## config.mk

```make
export PLATFORM = sky130hd
export DESIGN_NAME = spi_master
export DESIGN_NICKNAME = d
export VERILOG_FILES = /design/src/rtl/spi_pkg.sv /design/src/rtl/spi_clk_div.sv /design/src/rtl/spi_master.sv
export SDC_FILE = /design/constraint.sdc
export NUM_CORES = 1
export LEC_CHECK = 0
export ABC_AREA = 1
export CAP_MARGIN = 40
export CORE_AREA = 8 8 74 76
export CTS_BUF_LIST = sky130_fd_sc_hd__clkbuf_8
export DETAILED_ROUTE_END_ITERATION = 12
export DIE_AREA = 0 0 82 84
export PLACE_DENSITY = 0.67
export SETUP_SLACK_MARGIN = 0.05
export SLEW_MARGIN = 0
export SYNTH_ARGS = -nofsm -noshare
export SYNTH_HDL_FRONTEND = slang
export SYNTH_HIERARCHICAL = 1
export SYNTH_SLANG_ARGS = --single-unit
```

## constraint.sdc

```tcl
create_clock -name clk -period 1.47 [get_ports clk]
set_input_delay 0.294 -clock clk [delete_from_list [all_inputs] [get_ports clk]]
set_output_delay 0.294 -clock clk [all_outputs]
set_load 0.1 [all_outputs]
```

## src/rtl/spi_pkg.sv

```systemverilog
// Shared definitions for the SPI master: FSM state encoding, SPI mode constants
// and the counter-width helper used to size the divider and bit counters.
package spi_pkg;

  typedef enum logic [1:0] {
    ST_IDLE,
    ST_SETUP,
    ST_XFER,
    ST_HOLD
  } spi_state_t;

  // Mode 0, MSB first: sclk idles low, data is sampled on the leading edge.
  localparam logic CPOL = 1'b0;
  localparam logic CPHA = 1'b0;

  // Width for a counter holding 0..n-1, never narrower than one bit.
  function automatic int cnt_width(input int n);
    return (n <= 2) ? 1 : $clog2(n);
  endfunction

endpackage

```

## src/rtl/spi_clk_div.sv

```systemverilog
// Free-running divider: one-cycle tick every CLK_DIV clocks while en is high;
// the count is held at zero while en is low so each transfer starts aligned.
module spi_clk_div
  import spi_pkg::*;
#(
  parameter int CLK_DIV = 4
) (
  input  logic clk,
  input  logic rst_n,
  input  logic en,
  output logic tick
);

  localparam int CW = cnt_width(CLK_DIV);
  localparam logic [CW-1:0] LAST = CW'(CLK_DIV - 1);

  logic [CW-1:0] cnt;

  assign tick = en && (cnt == LAST);

  // NOTE: sequential state uses non-blocking assignments so every register
  // samples the pre-edge values of its inputs, regardless of process order.
  always_ff @(posedge clk or negedge rst_n) begin
    if (!rst_n) begin
      cnt <= '0;
    end else if (!en || tick) begin
      cnt <= '0;
    end else begin
      cnt <= cnt + CW'(1);
    end
  end

endmodule

```

## src/rtl/spi_master.sv

```systemverilog
// SPI master, mode 0, MSB first. Optional build macro SPI_MASTER_LOOPBACK_EN
// feeds the internally driven mosi back into the rx shift register instead of miso.
module spi_master
  import spi_pkg::*;
#(
  parameter int WIDTH   = 8,
  parameter int CLK_DIV = 4
) (
  input  logic             clk,
  input  logic             rst_n,
  input  logic             start,
  input  logic [WIDTH-1:0] tx_data,
  output logic             busy,
  output logic             done,
  output logic [WIDTH-1:0] rx_data,
  output logic             sclk,
  output logic             cs_n,
  output logic             mosi,
  input  logic             miso
);

  localparam int BW = cnt_width(WIDTH + 1);
  localparam logic [BW-1:0] LAST_BIT = BW'(WIDTH - 1);

  spi_state_t       state, state_next;
  logic             tick;
  logic [BW-1:0]    bit_cnt;
  logic [WIDTH-1:0] tx_shift;
  logic [WIDTH-1:0] tx_next;
  logic [WIDTH-1:0] rx_shift;
  logic             rx_bit;
  logic             load, rise, fall, finish, sample;

  spi_clk_div #(.CLK_DIV(CLK_DIV)) u_clk_div (
    .clk  (clk),
    .rst_n(rst_n),
    .en   (state != ST_IDLE),
    .tick (tick)
  );

`ifdef SPI_MASTER_LOOPBACK_EN
  logic unused_miso;
  assign unused_miso = miso;
  assign rx_bit      = mosi;
`else
  assign rx_bit = miso;
`endif

  assign tx_next = tx_shift << 1;
  assign sample  = CPHA ? fall : rise;

  always_ff @(posedge clk or negedge rst_n) begin
    if (!rst_n) state <= ST_IDLE;
    else        state <= state_next;
  end

  // NOTE: every output of this block gets a default first, so no path leaves
  // a signal unassigned and no latch is inferred.
  always_comb begin
    state_next = state;
    load       = 1'b0;
    rise       = 1'b0;
    fall       = 1'b0;
    finish     = 1'b0;
    case (state)
      ST_IDLE: begin
        if (start) begin
          load       = 1'b1;
          state_next = ST_SETUP;
        end
      end
      ST_SETUP: begin
        if (tick) begin
          rise       = 1'b1;
          state_next = ST_XFER;
        end
      end
      ST_XFER: begin
        if (tick) begin
          if (sclk == CPOL) begin
            rise = 1'b1;
          end else begin
            fall = 1'b1;
            if (bit_cnt == LAST_BIT) state_next = ST_HOLD;
          end
        end
      end
      ST_HOLD: begin
        if (tick) begin
          finish     = 1'b1;
          state_next = ST_IDLE;
        end
      end
      default: state_next = ST_IDLE;
    endcase
  end

  always_ff @(posedge clk or negedge rst_n) begin
    if (!rst_n) begin
      cs_n     <= 1'b1;
      sclk     <= CPOL;
      mosi     <= 1'b0;
      busy     <= 1'b0;
      done     <= 1'b0;
      rx_data  <= '0;
      rx_shift <= '0;
      tx_shift <= '0;
      bit_cnt  <= '0;
    end else begin
      done <= 1'b0;
      if (load) begin
        tx_shift <= tx_data;
        mosi     <= tx_data[WIDTH-1];
        cs_n     <= 1'b0;
        busy     <= 1'b1;
        bit_cnt  <= '0;
      end
      if (rise) sclk <= ~CPOL;
      if (fall) begin
        sclk     <= CPOL;
        bit_cnt  <= bit_cnt + BW'(1);
        tx_shift <= tx_next;
        // Once the last bit has been clocked out, mosi returns to its idle level.
        mosi     <= (bit_cnt == LAST_BIT) ? 1'b0 : tx_next[WIDTH-1];
      end
      if (sample) rx_shift <= {rx_shift[WIDTH-2:0], rx_bit};
      if (finish) begin
        cs_n    <= 1'b1;
        busy    <= 1'b0;
        done    <= 1'b1;
        rx_data <= rx_shift;
      end
    end
  end

endmodule

```

==> summary.txt, run 1 <==
YS warnings: 6
Max_slew headroom: 0.8310
Post-synthesis compound-gate area fraction: 0.1111
Cell variety after synth: 19
Post-DP HPWL: 2319 um
Vias in the first global route: 1270
Largest net degree at the start of global routing: 37
CTS Buf Count: 5
Antenna Cells: 0
H-tree Lvls: 2
Grt total ovfl: 0
WL final: 3199 um
Die Area: 6888 sq um
CP Capture Type: flip-flop
Fin crit share: 0.9596
WS Path Type: reg2reg
Syn Area/Cell: 9.311 sq um
Worst-margin pin slew: 253.5 ps
Initial Utilization: 0.3908
1st-pass router iterations: 4
Most frequent CP cell: nand2_1
Register area share after synthesis: 0.5413
Final GP Congestion: 0.7603
Slew Limit Fails: 0
Die span in x: 82 um
Critical-path top delay cell: dfrtp_1
PortBufs: 24
Skew final: 3.388 ps
CTS max path bufs: 2
Fin crit period: 1411 ps
CTS Sinks: 36
Clk_lat worst skew: 290 ps
Initial DRC count: 59
Type of origin of the critical path: flip-flop
Post-Synth XOR/XNOR Area: 0
Outcome: complete, no violations
# fillers: 382
Post-route non-filler standard cell count: 275
VDD IR max: 1085 uV
Reg clk slew, reported paths: 70 ps
Synthesis-to-layout area growth: 41.67%
Post-Synth Adder-Cell Area: 0.05255
Crit-path cells: inv_2, buf_4, ha_4, nand2_1, nand2_2, nand3_4, nand2_1, o21ai_2
Crit path DAT: 1580 ps
Synth top area share: 0.5255
Power Dens Cells: 1817 nW/um^2
Layout cells sized above 1: 0.3274
Final Hold Slack: 371.8 ps
Largest stage delay, worst path: 390 ps
Delay-heaviest family, CP: simple AND/OR/NAND/NOR gates
Worst EP required: 1640 ps
Cell taking the most area after synthesis: dfrtp_1
Drc violations: 0
# Max-Cap Violations: 0
Mux share of post-synthesis cell area: 0
Dpl cells: 265
RSZ-0062 raised after global routing: true
Initial antenna violation count: 0
Antenna Nets Post-Route: 0
Final Hold Fails: 0
Area of the multi-input gates: 679.4 sq um
Wire per inst: 11.63 um
CTS tree: done
Synth Net Count: 198
Synth Cell Area: 1667 sq um
I/O pin cnt: 25
Main combinational cell family by area after synthesis: simple AND/OR/NAND/NOR gates
Die Ht: 84 um
Synth Instances: 179
Worst Path Max Fanout: 17
Simple-gate share of the synthesized area: 0.2230
Fmax: 708.9 MHz
Gr usage total: 0.1066
Final net count: 241
Endpoints failing setup: 0
Vias/cell: 4.553
Clk root buf: clkbuf_8
Main area contributors after synthesis: dfrtp_1 (53%), nand2_1 (13%), o21ai_2 (8.9%), ha_1 (5.3%), inv_1 (4.5%)
Reg area: 903.4 sq um
Core Area: 4264 sq um
First-pass GRT wire length: 5671 um
Worst path buffer plus inverter count: 2
Vias: 1252
Pleak: 0.001135 uW
Cts hold-fix bufs: 0
Min-Delay Path Class: in2async
Rows: 24
#FFs+latches synth: 36
[path summary, 6_finish.rpt]
kind                             startpoint          endpoint  slack (ps)  depth (start not counted)
max                                state[0]       rx_shift[1]          60                          8
min in group clk           u_clk_div/cnt[0]  u_clk_div/cnt[0]         430                          1
min                                   rst_n        rx_data[4]         370                          2
max reg2reg                        state[0]       rx_shift[1]          60                          8
min reg2reg                u_clk_div/cnt[0]  u_clk_div/cnt[0]         430                          1
max in group asynchronous             rst_n              cs_n         850                          2
[per-layer routing]
metal | vias up | track usage | share of wire
li1 | 653 | - | -
met1 | 575 | 0.1302 | 0.46
met2 | 19 | 0.1573 | 0.46
met3 | 5 | 0.05065 | 0.062
met4 | 0 | 0.03834 | 0.015
met5 | - | 0 | 0
[worst register-to-register path, cell delays in order (launching register included)]
cell	delay, ps
dfrtp_1	390
inv_2	80
buf_4	130
ha_4	140
nand2_1	70
nand2_2	80
nand3_4	210
nand2_1	150
o21ai_2	60
[cell families after synthesis]
kind of cell	count (synthesis)
DFF	36
buffers and inverters	26
adders and majority gates	7
and+or+nand+nor	86
AOI/OAI and AO/OA	24
[cell usage after synthesis]
cell type / number
ha_1: 7
dfstp_2: 1
inv_2: 1
o21ai_0: 4
buf_6: 3
o22ai_1: 1
or2_2: 1
clkinv_1: 2
nand2_2: 2
nand3_4: 1
dfrtp_1: 35
nand3_1: 15
nand3_2: 1
a21oi_1: 2
nor2_1: 9
nand2_1: 56
nand4_1: 1
o21ai_2: 17
inv_1: 20
[sequential cells by signal (all words and copies together), names as in the netlist]
| register | count |
|---|---|
| rx_data | 8 |
| rx_shift | 8 |
| tx_shift | 7 |
| bit_cnt | 4 |
| state | 2 |
| u_clk_div/cnt | 2 |
| busy | 1 |
| cs_n | 1 |
| done | 1 |
| mosi | 1 |
| sclk | 1 |
[stage by stage]
step	worst slack [ps]	area (sq um)	utilization	setup TNS (ps)	power, uW
floorplan	49.58	1668	-	0	2652
global placement	-7.908	2205	0.5170	-15.51	3386
detailed placement	-48.38	2205	0.5170	-313.9	3419
CTS	54.62	2346	0.5502	0	4295
global route	-63.56	2361	0.5537	-385.1	4595
finish	59.45	2361	0.5537	0	4290
[layout make-up]
cell class,count,share of cell area
clock buffer,7,0.04081
clock inverter,1,0.001590
inverter,23,0.03763
multi-input combinational,117,0.2878
sequential,36,0.3826
tap,52,0.02756
timing repair buffer,39,0.2220
[cell usage in the layout (no fill, tap or decap), types with 7 or more instances in the layout]
master and count:
clkbuf_8 7, clkdlybuf4s50_1 11, inv_1 16, nand2_1 53
nand3_1 15, nor2_1 8, buf_12 16, buf_4 11
o21ai_2 17, dfrtp_1 34
[where the power goes]
group / leakage [uW] / switching (uW) / internal (uW) / total (uW)
clock: 0.0000557 / 330 / 420 / 750
sequential: 0.000466 / 188 / 1260 / 1450
combinational: 0.000614 / 1220 / 870 / 2090
[timing repair]
| item | 4_1_cts | 5_1_grt |
|---|---|---|
| endpoints found under the setup margin | 24 | 26 |
| pin swaps | 1 | 5 |
| buffers inserted | 1 | 1 |
| resized for setup | 10 | 4 |
Power figures use the tool's default switching activity.
==> run 2: changes to the inputs <==
--- a/config.mk
+++ b/config.mk
@@ -7,12 +7,13 @@
 export LEC_CHECK = 0
 export ABC_AREA = 1
 export CAP_MARGIN = 40
-export CORE_AREA = 8 8 74 76
+export CORE_AREA = 8 8 67 69
 export CTS_BUF_LIST = sky130_fd_sc_hd__clkbuf_8
 export DETAILED_ROUTE_END_ITERATION = 12
-export DIE_AREA = 0 0 82 84
-export PLACE_DENSITY = 0.67
+export DIE_AREA = 0 0 75 77
+export PLACE_DENSITY = 0.8
 export SETUP_SLACK_MARGIN = 0.05
+export SKIP_LAST_GASP = 1
 export SLEW_MARGIN = 0
 export SYNTH_ARGS = -nofsm -noshare
 export SYNTH_HDL_FRONTEND = slang
==> run 2 against run 1 <==
Utilization increased by 19 points. Clock power up 13%. Count of clock-buffer cells in the layout shrank 2. Non-clock buffer count up 11. Critical path type unchanged.
==> summary.txt, run 2 (synthesis gave the netlist of run 1 again) <==
Outcome: complete, no violations
Pre-CTS setup slack: -55.19 ps (-6.810 ps)
WL final: 4321 um (+35%)
Largest regs: rx_data (8), rx_shift (8), tx_shift (7)
Die Ht: 77 um (-8.3%)
CTS Sinks: 36 (unchanged)
CTS max path bufs: 2 (unchanged)
FF-to-FF End: state[0]
VDD IR max: 1460 uV (+35%)
Slew Limit Fails: 0 (unchanged)
Final GP Congestion: 0.7831 (+3.0%)
H-tree Lvls: 2 (unchanged)
Initial Utilization: 0.4767 (+0.08589)
Worst R2R Setup Slack: 10 ps (-50 ps)
Commonest non-fill, non-tap cell in the layout: nand2_1
Largest net degree at the start of global routing: 37 (unchanged)
Crit-path cells: inv_2, ha_4, inv_2, nand2_2, inv_4, buf_12, nand4_1, nand2_1, buf_4, nand3_1, nand2_1
Gr usage total: 0.1384 (+0.03187)
Antenna Cells: 0 (unchanged)
CTS tree: done
I/O pin cnt: 25 (unchanged)
Fin util: 0.7427 (+0.1890)
RSZ-0062 raised after global routing: true
Pleak: 0.001246 uW (+9.7%)
Most frequent cells in the layout: nand2_1 (47), dfrtp_1 (34), o21ai_2 (18)
1st-pass router iterations: 4 (unchanged)
Initial DRC count: 79 (+34%)
Final Hold Fails: 0 (unchanged)
Cts hold-fix bufs: 0 (unchanged)
Endpoints failing setup: 0 (unchanged)
Worst EP required: 1650 ps (about the same)
Die span in x: 75 um (-8.5%)
PortBufs: 24 (unchanged)
Fin crit share: 0.9905 (+0.03099)
Max_slew headroom: 0.8664 (+0.03539)
Grt total ovfl: 0 (unchanged)
FF-to-FF Start: state[1]
Vias: 1411 (+13%)
Clk_lat worst skew: 290 ps (about the same)
Wire per inst: 15.21 um (+31%)
Vias in the first global route: 1348 (+6.1%)
Min-Delay Path Class: in2async
Delay-heaviest family, CP: buffers and inverters
Power Dens Cells: 1821 nW/um^2 (+0.25%)
Worst-margin pin slew: 198.3 ps (-55.18 ps)
Reg clk slew, reported paths: 70 ps (about the same)
CP endpoint: state[0]
Die Area: 5775 sq um (-16%)
WS Path Type: reg2reg
Initial antenna violation count: 0 (unchanged)
FF-to-FF path depth: 11 (+3)
Core Area: 3496 sq um (-18%)
Fin crit period: 1456 ps (+45.56 ps)
Drc violations: 0 (unchanged)
# Max-Cap Violations: 0 (unchanged)
Critical-path top delay cell: dfrtp_1
Vias/cell: 4.968 (+9.1%)
Post-DP HPWL: 2464 um (+6.2%)
Largest stage delay, worst path: 390 ps (about the same)
Rows: 22 (-8.3%)
Antenna Nets Post-Route: 0 (unchanged)
Final net count: 254 (+5.4%)
Fmax: 686.8 MHz (-3.1%)
Layout cells sized above 1: 0.4068 (+0.07943)
Crit path depth: 11 (+3)
Clk root buf: clkbuf_8
Type of origin of the critical path: flip-flop
First-pass GRT wire length: 6127 um (+8.0%)
CTS Buf Count: 5 (unchanged)
Worst Path Max Fanout: 5 (-12)
Worst path buffer plus inverter count: 5 (+3)
Final setup margin: 13.89 ps (-45.56 ps)
Crit path DAT: 1630 ps (+50 ps)
Critical path origin: state[1]
CP Capture Type: flip-flop
Skew final: 7.560 ps (+4.172 ps)
Synthesis-to-layout area growth: 55.78%
run 2: changes by cell type in the layout (fill, tap and decap cells not counted), moves of 2 or more:
| cell | delta |
|---|---|
| nand2_2 | +2 |
| nand3_4 | +2 |
| buf_4 | +5 |
| buf_6 | +4 |
| nand2_4 | +4 |
| nand2_1 | -6 |
| clkbuf_8 | -2 |
| inv_4 | +2 |
| inv_2 | -2 |
| clkbuf_16 | +2 |
run 2: what timing repair did:
action	4_1_cts	5_1_grt
buffers inserted	1	6
endpoints found under the hold margin	0	0
gates cloned	1	5
setup endpoints to repair	21	32
pin swaps	3	13
resized for setup	9	31
run 2: metrics by stage:
stage	std cells	total power, uW	TNS, ps	hold WS (ps)	instance area, sq um
CTS	273	4420	0	381.7	2365
global placement	263	3396	-31.61	420.6	2215
floorplan	179	2652	0	-1.591	1668
detailed placement	263	3450	-377.5	431.1	2215
finish	284	4729	0	374.2	2596
global route	284	4960	-178.5	402.8	2596
run 2: layer usage:
layer	wire length (um)	global-route usage	up-vias
met2	2180	0.2145	33
li1	-	-	681
met5	0	0	-
met1	1835	0.1658	690
met3	235	0.05202	7
met4	69	0.05490	0
run 2: area by class of cell:
class                           count  area [sq um]
Sequential cell                    36         903.4
Fill cell                         244         899.6
Multi-Input combinational cell    119         770.7
Timing Repair Buffer               50         656.9
Inverter                           23         97.59
Clock buffer                        5         68.82
Tap cell                           48         60.06
Clock inverter                      3         38.79
run 2: worst min path at each step:
stage | start | to
CTS | rst_n | rx_data[2]
floorplan | rst_n | bit_cnt[0]
finish | rst_n | mosi
global route | rst_n | rx_shift[5]
detailed placement | u_clk_div/cnt[0] | u_clk_div/cnt[0]
global placement | u_clk_div/cnt[0] | u_clk_div/cnt[0]
run 2: power breakdown:
part	internal, uW	switching (uW)
Clock	496	353
Combinational	961	1460
Sequential	1260	202
